==> src/rtl/status_pc.sv <==
// Program-counter status register: holds the fetch PC with stall support and
// exposes the wrapped PC+4 / PC+8 views plus a word-alignment indicator.
module status_pc #(
  parameter int               WIDTH       = 32,
  parameter logic [WIDTH-1:0] RESET_VALUE = '0
) (
  input  logic             clk,
  input  logic [WIDTH-1:0] pc_prim,
  output logic [WIDTH-1:0] pc,
  input  logic             rst_n,
  input  logic             en,
  output logic [WIDTH-1:0] pc_plus4,
  output logic [WIDTH-1:0] pc_plus8,
  output logic             misaligned
);

  // Unsigned add that silently drops the carry out of the top bit.
  function automatic logic [WIDTH-1:0] add_wrap(input logic [WIDTH-1:0] a,
                                                input logic [WIDTH-1:0] b);
    add_wrap = a + b;
  endfunction

  // The only state in the block: pc itself.
  always_ff @(posedge clk or negedge rst_n) begin
    if (!rst_n) begin
      pc <= RESET_VALUE;
    end else if (en) begin
      pc <= pc_prim;
    end
  end

  // Derived views depend on the registered pc only, never on pc_prim.
  always_comb begin
    pc_plus4   = add_wrap(pc, WIDTH'(4));
    pc_plus8   = add_wrap(pc, WIDTH'(8));
    misaligned = |pc[1:0];
  end

endmodule

==> config.mk <==
export PLATFORM = sky130hd
export DESIGN_NAME = status_pc
export DESIGN_NICKNAME = d
export VERILOG_FILES = /design/src/rtl/status_pc.sv
export SDC_FILE = /design/constraint.sdc
export NUM_CORES = 1
export LEC_CHECK = 0
export CORE_ASPECT_RATIO = 1.5
export CORE_MARGIN = 4
export CORE_UTILIZATION = 39
export DETAILED_ROUTE_END_ITERATION = 12
export PLACE_DENSITY = 0.81
export SLEW_MARGIN = 20
export SYNTH_ARGS = -nofsm -noshare
export SYNTH_HDL_FRONTEND = slang
export SYNTH_SLANG_ARGS = --single-unit
==> constraint.sdc <==
create_clock -name clk -period 2.3 [get_ports clk]
set_input_delay 0.345 -clock clk [delete_from_list [all_inputs] [get_ports clk]]
set_output_delay 0.345 -clock clk [all_outputs]
set_load 0.02 [all_outputs]
==> impl_summary.md <==
Yosys
The number of enable flip-flop cells after synthesis is 0. Summing the areas of all compound-gate instances in the mapped netlist gives less than 1% of the synthesized area. The distinct cell type count after synthesis is 28. Summing every instance area after synthesis gives 2381 sq um. Sequential elements use between 30% and 40% of the synthesized area. Of the total synthesized cell area, the portion taken by full adders, half adders and majority gates is between 1 and 1.5%.

The number of storage elements in the synthesis netlist is 32. The parity-gate share of the synthesized area counting xor and xnor cells is between 20 and 25%. The post-synthesis cell type with the largest combined area is dfrtp_1. For this run, the leading register cell type out of synthesis is dfrtp_1. In this run the biggest area consumer among cell types represents roughly a third of the synthesized area. The simple-gate area share of the yosys netlist is 23.38%. The multiplexer fraction of the synthesized cell area is between 10% and 20%.

The share of synthesized registers carrying an async set or reset is 100.0%. The synthesized instance count is 260. The number of warnings printed during yosys synthesis is 0. Sorting the synthesized cells by area gives the leading types as dfrtp_1 34%, mux2_2 13%, xnor2_1 11%, xor2_1 8.8%, nand4_1 4.5%. The combinational family with the most area after synthesis is simple AND/OR/NAND/NOR gates. The net count after synthesis is just under 300.

The synthesized area divided by synthesized cell count is roughly 9 sq um.

Final layout
The area growth from synthesis to layout is 83.76%. The register with the most flip-flops in the layout has 32 of them. Counting flops per register, the top entry is pc.

In the final layout, the registers with the most flip-flops are pc x32. The number of antenna repair diodes is 0. The most frequent standard cell in the layout excluding fill and tap cells is buf_4. The share of cells above drive strength 1 is 46.46%. At the end of the flow, the number of nets in the layout was around 490. The fill cell total of the finished layout is 450.

The library cells used most frequently in the layout, excluding fill and tap cells, are 93 x buf_4, 78 x clkdlybuf4s50_1, 28 x mux2_2.

Pwr
For this design the ratio of total power to cell area is a little over 500 nW/um^2. Summed over all cells, the static leakage comes to ~1.9 nW. The net load switching power is 0.0008461 W. The switching share of total power is 38.16%. After layout, the design draws a total of 0.002217 W. The internal power is approximately 0.0014 W. The portion of total power attributed to sequential cells is 31.2%. The largest voltage drop on the vdd net is between 0.3 and 0.4 mV. The clock share of power is about a fifth.

The relative contribution of combinational cells to total power is roughly 50%.

Clocking
The clock transition at the registers of the reported paths is roughly 0.070 ns. Counting along the longest clock path gives a buffer depth of 2. The root buffer selected by CTS is clkbuf_8. Clock tree synthesis inserted a total of 5 buffers. For this design, the CTS-stage hold fixing added 0 buffers. Clock tree synthesis found a total of 32 sinks. At the later pin of the worst-skew pair, clock insertion delay measures between 0.2 and 0.3 ns. The clock tree from TritonCTS is done. The H-tree generated during clock tree synthesis spans 2 levels.

STA
Hold timing on the final database bottoms out at a slack of around 0.13 ns. At the pin with the least slew margin, the transition time is about 0.77 ns. Once routing completed, OpenROAD measured the worst setup slack at -0.06313 ns. The tightest slew margin relative to the limit is between 40% and 50%. The total negative slack is -0.06313 ns.

In the finished design, the share of the clock period the worst path needs comes to 102.7%. The smallest clock period supported by the final layout is computed as about 2.4 ns. Setup repair after global routing could not meet its margin everywhere. Setup violations remaining at the end of the flow were counted as 1. The count of final max-slew check failures was 0.

Timing would allow up to between 0.4 and 0.5 GHz. The final-report hold violation count is 0. The clock skew is 0 ns.

Global route
The number of antenna violations at the first check in global routing came to 0. The largest net degree at the start of global routing is 36. For this run the aggregate overflow at the end of global routing stands at 0.

The global-route wire length before repair is about 14 mm. The combined global-route utilization of all metal layers is between 20% and 30%. The number of global-route vias before repair is roughly 2800.

Drt
For this block, the routed nets add up to around 9.1 mm of wire. After detailed routing, the average wire length per cell comes to between 15 and 20 um. In the routed layout, each cell is associated on average with a via count of approximately 5.1.

The number of routed nets with antenna violations is 0. The total iterations of the first detailed-routing run is 4. The number of remaining DRC errors is 0.

In this run, the number of DRC markers left after iteration 0 of detailed routing was about 110. The vias after detailed routing is roughly 2700.

Floorplan
The total I/O pin count is between 100 and 150. The initial standard-cell utilization of the core is 40.56%. The site row count is 34.

The height of the chip is slightly above 100 um. The die covers 7445 sq um. The floorplan core area is just under 6000 sq um. From left edge to right edge, the die measures 71.80 um.

Setup path
In this run the worst setup path begins at pc[3]$_DFFE_PN0P_. For the worst setup path, the data required time is between 1.5 and 2 ns. The worst flop-to-flop path startpoint is pc[7]$_DFFE_PN0P_. The critical path arrival is between 2 and 2.5 ns. The type of element launching the critical path is a flop. The sort of element at the end of the critical path is an output port. Of all nets on the critical path, the largest fanout is 4. The critical path in this run is classified as flop to output port.

Hold path
The min-delay analysis places its worst path in the category input port to async pin.

Place
The worst slack at placement is -0.2459 ns. The wire-length estimate of the detail-placed layout is 6.865 mm. The congestion estimate from routability-driven global placement came to 0.8826. The count of buffers from port buffering is roughly 130.

Outcome
The flow ran to the end, but the final reports show violations. The final reports fail on negative setup slack.

Run
Max-cap violations in this run came to 0.
==> worst paths after layout <==
path | to | slack (ns) | depth (start not counted)
min | pc[11]$_DFFE_PN0P_ | 0.13 | 1
max in group asynchronous | pc[3]$_DFFE_PN0P_ | 1.63 | 1
max reg2reg | pc[7]$_DFFE_PN0P_ | 1.21 | 3
min in group clk | pc[0]$_DFFE_PN0P_ | 0.59 | 1
min reg2reg | pc[0]$_DFFE_PN0P_ | 0.59 | 1
max | pc_plus4[31] | -0.06 | 6
==> power groups by stage <==
stage,Clock (W),Sequential (W),Combinational (W)
global placement,0,0.000691,0.00111
finish,0.000418,0.000691,0.00111
CTS,0.000429,0.000683,0.00108
global route,0.000451,0.000700,0.00118
detailed placement,0,0.000694,0.00112
floorplan,0,0.000747,0.000466
==> cell usage after synthesis (all sizes together), types with 2 or more instances <==
master	instances
xor2	24
clkbuf	12
nand3	15
nor3	11
xnor2	31
mux2	28
buf	19
nand2	22
and4	3
nand4	20
o21ai	4
or2	3
inv	6
dfrtp	32
ha	2
nor2	17
nor4	6
==> layout make-up <==
class / instances / area, sq um / area share, %
inverters: 6 / 22.52 / 0.5147
well taps: 72 / 90.09 / 2.059
multi-input cells: 191 / 1590 / 36.35
repair buffers: 216 / 1784 / 40.78
clock inverters: 1 / 5.005 / 0.1144
flip-flops and latches: 32 / 810.8 / 18.53
clock buffers: 6 / 72.57 / 1.659
==> metal layers <==
layer | share of wire, % | vias to the layer above | track usage, % | routed length, um
li1 | - | 1261 | - | -
met5 | 0 | - | 0 | 0
met2 | 55 | 102 | 44.21 | 4986
met1 | 35 | 1272 | 24.50 | 3164
met3 | 6.4 | 19 | 5.911 | 575
met4 | 3.6 | 0 | 9.543 | 326
==> kinds of logic after synthesis <==
family,after synthesis
buf+inv,37
fa+ha+maj,2
xor+xnor,55
simple gates,102
flops,32
compound gates,4
mux,28
==> worst max-delay path, cell delays in order, from the launching register on <==
cell and delay (ns):
dfrtp_2 0.39, ha_4 0.14, inv_2 0.04, or4_4 0.59, and3b_2 0.29, xor2_2 0.15, buf_6 0.14
==> through the flow <==
step	util, %	cells	cell area, sq um
floorplan	-	260	2399
global route	74.53	524	4375
global placement	71.44	507	4194
finish	74.53	524	4375
CTS	73.32	519	4304
detailed placement	71.44	507	4194
==> timing repair <==
| action | in CTS | in global routing |
|---|---|---|
| gates resized for setup | 149 | 91 |
| endpoints found under the setup margin | 51 | 48 |
| pin swaps | 8 | 15 |
| setup buffers | 5 | 5 |
Power figures use the tool's default switching activity.
